## config.mk

```make
export PLATFORM = sky130hd
export DESIGN_NAME = state_to_vector_packer
export DESIGN_NICKNAME = d
export VERILOG_FILES = /design/src/rtl/state_to_vector_packer.sv
export SDC_FILE = /design/constraint.sdc
export NUM_CORES = 1
export LEC_CHECK = 0
export CAP_MARGIN = 15
export CORE_ASPECT_RATIO = 1.25
export CORE_MARGIN = 2
export CORE_UTILIZATION = 52
export DETAILED_ROUTE_END_ITERATION = 8
export PLACE_DENSITY = 0.81
export SYNTH_ARGS = -nofsm -noshare
export SYNTH_HDL_FRONTEND = slang
export SYNTH_SLANG_ARGS = --single-unit
```

## constraint.sdc

```tcl
create_clock -name i_clk -period 1.8 [get_ports i_clk]
set_input_delay 0.36 -clock i_clk [delete_from_list [all_inputs] [get_ports i_clk]]
set_output_delay 0.36 -clock i_clk [all_outputs]
set_load 0.01 [all_outputs]
```

## src/rtl/state_to_vector_packer.sv

```systemverilog
// -----------------------------------------------------------------------------
// state_to_vector_packer
//
// Purpose:
//   Assembles a 4x4 byte state, delivered one column per cycle, into a single
//   128-bit block. Row r of column c lands at o_vector[127-8*(4c+r) -: 8], so
//   column 0 is the most significant 32 bits and row 0 is the most significant
//   byte of each column.
//
//   Columns 0-2 are buffered in a 96-bit assembly register. The column-3
//   transfer loads the whole block into the output register in one step.
//   Because the assembly register is separate from the output register,
//   columns 0-2 of the next block can be accepted while a finished block
//   waits for the consumer. Only column 3 has to wait for the output slot.
//
// Ports:
//   i_clk       sole clock, rising edge
//   i_rst       synchronous active-high reset, highest priority
//   i_clear     discard the partially assembled block (output side untouched)
//   i_colValid  column bytes on i_row0..i_row3 are valid
//   o_colReady  packer accepts a column this cycle (combinational)
//   i_row0..3   bytes of the current column, row 0 to row 3
//   o_vector    packed 128-bit block (registered)
//   o_vecValid  o_vector holds a complete block (registered)
//   i_vecReady  downstream consumes o_vector this cycle
//   o_partial   at least one column of the next block is buffered (registered)
// -----------------------------------------------------------------------------
module state_to_vector_packer (
    input  logic         i_clk,
    input  logic         i_rst,
    input  logic         i_clear,
    input  logic         i_colValid,
    output logic         o_colReady,
    input  logic [7:0]   i_row0,
    input  logic [7:0]   i_row1,
    input  logic [7:0]   i_row2,
    input  logic [7:0]   i_row3,
    output logic [127:0] o_vector,
    output logic         o_vecValid,
    input  logic         i_vecReady,
    output logic         o_partial
);

    // Each state equals the index of the next column expected (colCnt).
    typedef enum logic [1:0] {
        FILL0 = 2'd0,
        FILL1 = 2'd1,
        FILL2 = 2'd2,
        FILL3 = 2'd3
    } fill_state_t;

    fill_state_t  r_state;
    fill_state_t  w_next_state;

    logic [95:0]  r_assembly;
    logic [95:0]  w_assembly_next;
    logic [127:0] r_vector;
    logic [127:0] w_vector_next;
    logic         r_vec_valid;
    logic         w_vec_valid_next;
    logic         r_partial;

    logic [31:0]  w_column;
    logic         w_col_ready;
    logic         w_col_xfer;
    logic         w_out_xfer;
    logic         w_block_done;

    // Row 0 is the most significant byte of the column word.
    assign w_column = {i_row0, i_row1, i_row2, i_row3};

    // Column acceptance.
    // Columns 0-2 only touch the assembly register, so they are always
    // accepted. Column 3 needs the output register. That register is free
    // when it holds no block, or when its block leaves on this same edge.
    always_comb begin
        w_col_ready = 1'b0;
        if (i_rst || i_clear) begin
            w_col_ready = 1'b0;
        end else if (r_state != FILL3) begin
            w_col_ready = 1'b1;
        end else begin
            w_col_ready = (!r_vec_valid) || i_vecReady;
        end
    end

    // Handshake qualifiers.
    assign w_col_xfer   = i_colValid && w_col_ready;
    assign w_out_xfer   = r_vec_valid && i_vecReady;
    assign w_block_done = w_col_xfer && (r_state == FILL3);

    // Fill-state sequencing. A clear wins over a column transfer; in any
    // case no column is accepted while clear is high.
    always_comb begin
        w_next_state = r_state;
        if (i_clear) begin
            w_next_state = FILL0;
        end else if (w_col_xfer) begin
            case (r_state)
                FILL0:   w_next_state = FILL1;
                FILL1:   w_next_state = FILL2;
                FILL2:   w_next_state = FILL3;
                FILL3:   w_next_state = FILL0;
                default: w_next_state = FILL0;
            endcase
        end else begin
            w_next_state = r_state;
        end
    end

    // Assembly register update for columns 0-2. The column-3 word bypasses
    // this register and goes straight into the output block.
    always_comb begin
        w_assembly_next = r_assembly;
        if (w_col_xfer) begin
            case (r_state)
                FILL0:   w_assembly_next[95:64] = w_column;
                FILL1:   w_assembly_next[63:32] = w_column;
                FILL2:   w_assembly_next[31:0]  = w_column;
                FILL3:   w_assembly_next        = r_assembly;
                default: w_assembly_next        = r_assembly;
            endcase
        end else begin
            w_assembly_next = r_assembly;
        end
    end

    // Output block register and valid flag. If a block completes on the
    // same edge that the old block is consumed, the new block replaces it
    // and valid stays high. Otherwise the block is held until it is consumed.
    always_comb begin
        w_vector_next    = r_vector;
        w_vec_valid_next = r_vec_valid;
        if (w_block_done) begin
            w_vector_next    = {r_assembly, w_column};
            w_vec_valid_next = 1'b1;
        end else if (w_out_xfer) begin
            w_vector_next    = r_vector;
            w_vec_valid_next = 1'b0;
        end else begin
            w_vector_next    = r_vector;
            w_vec_valid_next = r_vec_valid;
        end
    end

    // State registers with synchronous reset. Reset discards both the partial
    // block and any held output block.
    always_ff @(posedge i_clk) begin
        if (i_rst) begin
            r_state     <= FILL0;
            r_assembly  <= 96'h0;
            r_vector    <= 128'h0;
            r_vec_valid <= 1'b0;
            r_partial   <= 1'b0;
        end else begin
            r_state     <= w_next_state;
            r_assembly  <= w_assembly_next;
            r_vector    <= w_vector_next;
            r_vec_valid <= w_vec_valid_next;
            r_partial   <= (w_next_state != FILL0);
        end
    end

    assign o_colReady = w_col_ready;
    assign o_vector   = r_vector;
    assign o_vecValid = r_vec_valid;
    assign o_partial  = r_partial;

endmodule

```

==> Word level (Yosys, flattened, before mapping) <==
Cells that the tools add are included.
{ "op_classes": {"n_mux": 7, "eq_ne": 4, "n_reduce_logical": 12} }
{ "op_table": {"columns": ["cell", "count"], "rows": [
  ["$pmux W2 S4", 1],
  ["$reduce_and A2 Y1", 3],
  ["$eq A2 B2 Y1 const B", 2],
  ["$mux W1", 4],
  ["$mux W2", 2],
  ["$reduce_bool A2 Y1", 2],
  ["$logic_and A1 B1 Y1", 3],
  ["$eq A2 B1 Y1 const B", 1],
  ["$logic_not A2 Y1", 1],
  ["$logic_or A1 B1 Y1", 2],
  ["$ne A2 B2 Y1 const B", 1],
  ["$logic_not A1 Y1", 1]
]} }
{ "totals": {"wordCells": 30, "output_inout_bits": 131, "reg_bits": 228, "inputBits": 37} }

==> Logic depth before layout (Yosys ltp) <==
{ "logic_depth": {"word_depth": 8, "mapped_depth": 6} }

==> Least setup slack after synthesis <==
No wires, ideal clock.
{ "synth_timing": {"path_kind": "reg2reg", "from": "register r_state[0]", "to": "register r_assembly[0]", "path_slack_ns": 0.358, "setup_time_ns": 0.072, "t_arrival_ns": 1.370, "path_buffers": 1, "stages_incl_launch_ff": 6, "cell_sequence": "dfxtp_1 > ha_1 > nand3b_1 > nand4_2 > buf_2 > mux2i_1"} }
{ "synth_between": {"elab_chain_len": 5, "word_cells_on_any_way": 6} }
{ "synth_lines": {"columns": ["item", "line", "rtl"], "rows": [
  ["start, declared", "52", "fill_state_t r_state;"],
  ["start signal, assigned", "156", "r_state <= w_next_state;"],
  ["$ne A2 B2 Y1", "80", "end else if (r_state != FILL3) begin"],
  ["$mux W1", "80", null],
  ["$mux W1", "78", "if (i_rst || i_clear) begin"],
  ["$logic_and A1 B1 Y1", "88", "assign w_col_xfer = i_colValid && w_col_ready;"],
  ["$reduce_and A2 Y1 (no source line) *", null, null],
  ["end signal, assigned", "157", "r_assembly <= w_assembly_next;"],
  ["end, declared", "55", "logic [95:0] r_assembly;"]
]} }
Mark *: on every way between the ends. The rest lies on a longest branch, timed or not.
A chain may end at the register's enable or synchronous reset.

==> Worst setup path in the final report <==
{ "layout_timing": {"from": "register r_vector[76] (netlist: o_vector[76])", "to": "output o_vector[76]"} }
{ "layout_lines": {"columns": ["item", "line", "rtl"], "rows": [
  ["start, declared", "57", "logic [127:0] r_vector;"],
  ["start signal, assigned", "158", "r_vector <= w_vector_next;"],
  ["end, declared", "38", "output logic [127:0] o_vector,"]
]} }
No word-level cell between the ends.

==> reports/qor.log <==
qor: worst_setup_path.cp_slowest_cell sky130_fd_sc_hd__clkdlybuf4s50_1
qor: worst_setup_path.worst_setup_path_start_kind flop
qor: worst_setup_path.slowest_delay 0.59 ns
qor: timing.achievable-frequency 0.568 GHz
qor: min_path.worstHoldPathType in -> reg
qor: detailed_routing.dr_total_vias 5,778
qor: clocking.clock_sink_count 228
qor: grt.first_global_vias 5,548
qor: grt.global_route_wire_length_before_repair 28.5 mm
qor: worst_setup_path.worst_r2r_path_depth 6
qor: layout.instances_no_fill 1,186
qor: grt.globalRoute.totalOverflow 0
qor: clocking.ctsLongestPathBuffers 3
qor: min_path.hold_path_startpoint i_rst
qor: layout.areaGrowthSynthToFinish 31.8%
qor: timing.worst_clock_skew 0.0144 ns
qor: synthesis.synth_cell_type_count 18
qor: placed_design.postPlaceCellArea 10,900 µm²
qor: worst_setup_path.setup.worst_path.class reg -> out
qor: clocking.clk_transition_reported_paths 0.06 ns
qor: floorplanning.rows 53
qor: floorplanning.die-height 150 µm
qor: layout.layout_common_cells sky130_fd_sc_hd__mux2i_1 (227), sky130_fd_sc_hd__dfxtp_1 (226), sky130_fd_sc_hd__nand2b_1 (225)
qor: power_and_ir_drop.power-per-cell-area 852 nW/µm²
qor: floorplanning.floorplan.initialDensity 0.529
qor: worst_setup_path.sum_of_buffers_and_inverters_on_the_critical_path 1
qor: detailed_routing.detail-route-antenna-nets 0
qor: synthesis.synth.net_count 823
qor: worst_setup_path.crit_chain clkdlybuf4s50_1
qor: placed_design.place_inst 1,148
qor: layout.post-route-util 0.697
qor: timing.timing.final.max_slew_violations 0
qor: detailed_routing.drcViolationCount 0
qor: min_path.hold_endpoint r_state[0]
qor: layout.stdcell_area 11,700 µm²
qor: clocking.clock_insertion_delay_worst_skew 0.50 ns
qor: layout.ff_latch_area 4570 µm²
qor: min_path.hold_path_depth 4
qor: floorplanning.die_width 121 µm
qor: synthesis.netlist_instances 782
qor: worst_setup_path.worst-r2r-setup-slack 0.34 ns
qor: layout.post_route_cells_drive_above_1_share 0.0704
qor: detailed_routing.routed_length_per_instance 15.0 µm
qor: worst_setup_path.worst_path_dominant_cell_family buffers and inverters
qor: synthesis.syn_avg_cell_area 11.3 µm²
qor: layout.filler_cell_count 1,242
qor: clocking.cts-buffers-inserted 22
qor: synthesis.yosys_register_bits 228
qor: timing.unrepaired_setup_endpoints_after_global_routing false
qor: grt.groute.usage.overall 0.193
qor: timing.pin_slew_with_the_least_headroom_to_its_limit 0.687 ns
qor: timing.report.final.hold_viol_count 0
qor: grt.grt_max_degree 226
qor: timing.final_min_period_over_clock_period 0.978
qor: timing.tightest_slew_margin_relative_to_the_limit 0.542
qor: detailed_routing.route.detailed.vias_per_inst 4.87
qor: layout.multiInputGateArea 3890 µm²
qor: synthesis.yosys_warnings 0
qor: worst_setup_path.endpoint_type_of_the_worst_setup_path output pin
qor: timing.setup_viol_count_final 0
qor: layout.mostFrequentLayoutCell sky130_fd_sc_hd__mux2i_1
qor: layout.antenna_cells_inserted 0
qor: layout.design.final.nets 994
qor: synthesis.synthesis.area 8840 µm²
qor: timing.layout_min_cycle_time 1.76 ns
qor: placed_design.gpl.final_weighted_congestion 0.724
qor: floorplanning.io-pin-count 168
qor: synthesis.fraction_of_the_yosys_area_taken_by_sequential_cells 0.516
qor: placed_design.dp.final_hpwl 11.5 mm
qor: worst_setup_path.critical_path_peak_fanout 2
qor: placed_design.count_of_input_and_output_buffers 167
qor: floorplanning.floorplan.die_area 18,100 µm²
qor: floorplanning.core_footprint 16,700 µm²
qor: clocking.tritoncts_clock_tree yes
qor: clocking.htree_num_levels 1
qor: timing.fin_setup_tns 0 ns
qor: job.drv.max_cap_violation_count 0
qor: detailed_routing.routed_wirelength 17.8 mm
qor: power_and_ir_drop.leakage_power 5.95 nW
qor: worst_setup_path.worstReg2RegEnd r_assembly[6]
qor: worst_setup_path.worst_ep_arrival_time 1.40 ns
qor: outcome.run_status complete, no violations
qor: clocking.clock-root-buffer sky130_fd_sc_hd__clkbuf_16
qor: detailed_routing.first_iter_violations 228
qor: worst_setup_path.cp.required 1.44 ns
qor: detailed_routing.dr.pass1.iters 4
qor: power_and_ir_drop.peakVddDrop 0.612 mV
qor: grt.number_of_antenna_violations_at_the_first_check_in_global_routing 0
qor: worst_setup_path.regToRegStartpoint r_state[0]
==> layout make-up <==
| type | instances | share of cell area |
|---|---|---|
| Sequential cell | 228 | 0.392 |
| Tap cell | 220 | 0.0236 |
| Clock inverter | 4 | 0.00419 |
| Timing Repair Buffer | 196 | 0.181 |
| Inverter | 35 | 0.0113 |
| Clock buffer | 33 | 0.0543 |
| Multi-Input combinational cell | 470 | 0.334 |
==> registers in the layout (all words and copies together), names as in the netlist <==
signal and cells:
o_vector 128, r_assembly 96, r_state 2, o_partial 1, o_vecValid 1
==> cell usage after synthesis <==
cell,n,area share
sky130_fd_sc_hd__buf_2,10,0.0057
sky130_fd_sc_hd__nor3_1,1,0.00057
sky130_fd_sc_hd__nand3b_1,1,0.00085
sky130_fd_sc_hd__nand2_1,2,0.00085
sky130_fd_sc_hd__and2_1,1,0.00071
sky130_fd_sc_hd__nor2_8,1,0.0023
sky130_fd_sc_hd__a21oi_1,1,0.00057
sky130_fd_sc_hd__dfxtp_1,228,0.52
sky130_fd_sc_hd__o21ai_0,1,0.00057
sky130_fd_sc_hd__nand3_1,1,0.00057
sky130_fd_sc_hd__mux2i_1,227,0.26
sky130_fd_sc_hd__buf_6,14,0.018
sky130_fd_sc_hd__nand2b_1,225,0.16
sky130_fd_sc_hd__clkbuf_1,25,0.011
sky130_fd_sc_hd__nor2_1,1,0.00042
sky130_fd_sc_hd__nand4_2,4,0.0057
sky130_fd_sc_hd__ha_1,4,0.0057
sky130_fd_sc_hd__inv_1,35,0.015
==> power by group <==
part / switching [mW] / total (mW) / leakage (nW) / internal, mW
sequential: 0.0180 / 5.12 / 1.84 / 5.11
clock: 1.82 / 4.38 / 0.333 / 2.57
combinational: 0.199 / 0.429 / 3.77 / 0.230
total: 2.03 / 9.93 / 5.95 / 7.90
==> kinds of logic (layout without fill, tap and decap cells) <==
logic type               count (synthesis)  after routing  share of synthesized area
AND/OR/NAND/NOR                        237            237                      0.171
flip-flops                             228            228                      0.516
multiplexers                           227            227                      0.257
buffers and inverters                   84            268                     0.0490
adder cells (fa/ha/maj)                  4              4                    0.00566
AO/OA/AOI/OAI                            2              2                    0.00113
==> stage by stage <==
step,worst slack [ns],power (mW),hold slack (ns)
3_3_place_gp,-0.264,5.66,0.461
3_5_place_dp,-0.270,5.67,0.467
2_1_floorplan,0.358,5.49,0.458
5_1_grt,0.000280,10.3,0.360
6_report,0.0391,9.93,0.354
4_1_cts,0.0000594,10.0,0.338
==> worst register-to-register path, cell delays in order (launching register included) <==
cell and delay [ns]:
sky130_fd_sc_hd__dfxtp_2 0.35, sky130_fd_sc_hd__buf_4 0.13, sky130_fd_sc_hd__inv_1 0.06, sky130_fd_sc_hd__ha_1 0.25
sky130_fd_sc_hd__nand4_4 0.12, sky130_fd_sc_hd__buf_12 0.22, sky130_fd_sc_hd__mux2i_1 0.26
==> worst max-delay path by stage <==
stage | from | to | slack (ns) | depth (start not counted)
2_1_floorplan | r_state[0] | r_assembly[0] | 0.36 | 5
3_3_place_gp | i_clear | o_colReady | -0.26 | 4
3_5_place_dp | i_clear | o_colReady | -0.27 | 4
4_1_cts | o_vector[97] | o_vector[97] | 0.00006 | 1
5_1_grt | o_vector[37] | o_vector[37] | 0.0003 | 1
6_report | o_vector[76] | o_vector[76] | 0.04 | 1
==> timing repair <==
action,CTS,global route
setup endpoints to repair,2,10
resized for setup,9,10
hold buffers,0,0
cloned,0,0
buffers inserted,1,0
pin swaps,1,0
hold endpoints to repair,0,0
==> layer usage <==
| layer | up-vias | track usage | wire length [µm] | part of all wire |
|---|---|---|---|---|
| met2 | 117 | 0.332 | 8760 | 0.49 |
| met5 | - | 0 | 0 | 0 |
| met1 | 2737 | 0.248 | 7810 | 0.44 |
| li1 | 2898 | - | - | - |
| met3 | 26 | 0.0396 | 909 | 0.051 |
| met4 | 0 | 0.0477 | 293 | 0.016 |
Note: power is estimated with default switching activity, not from simulation.
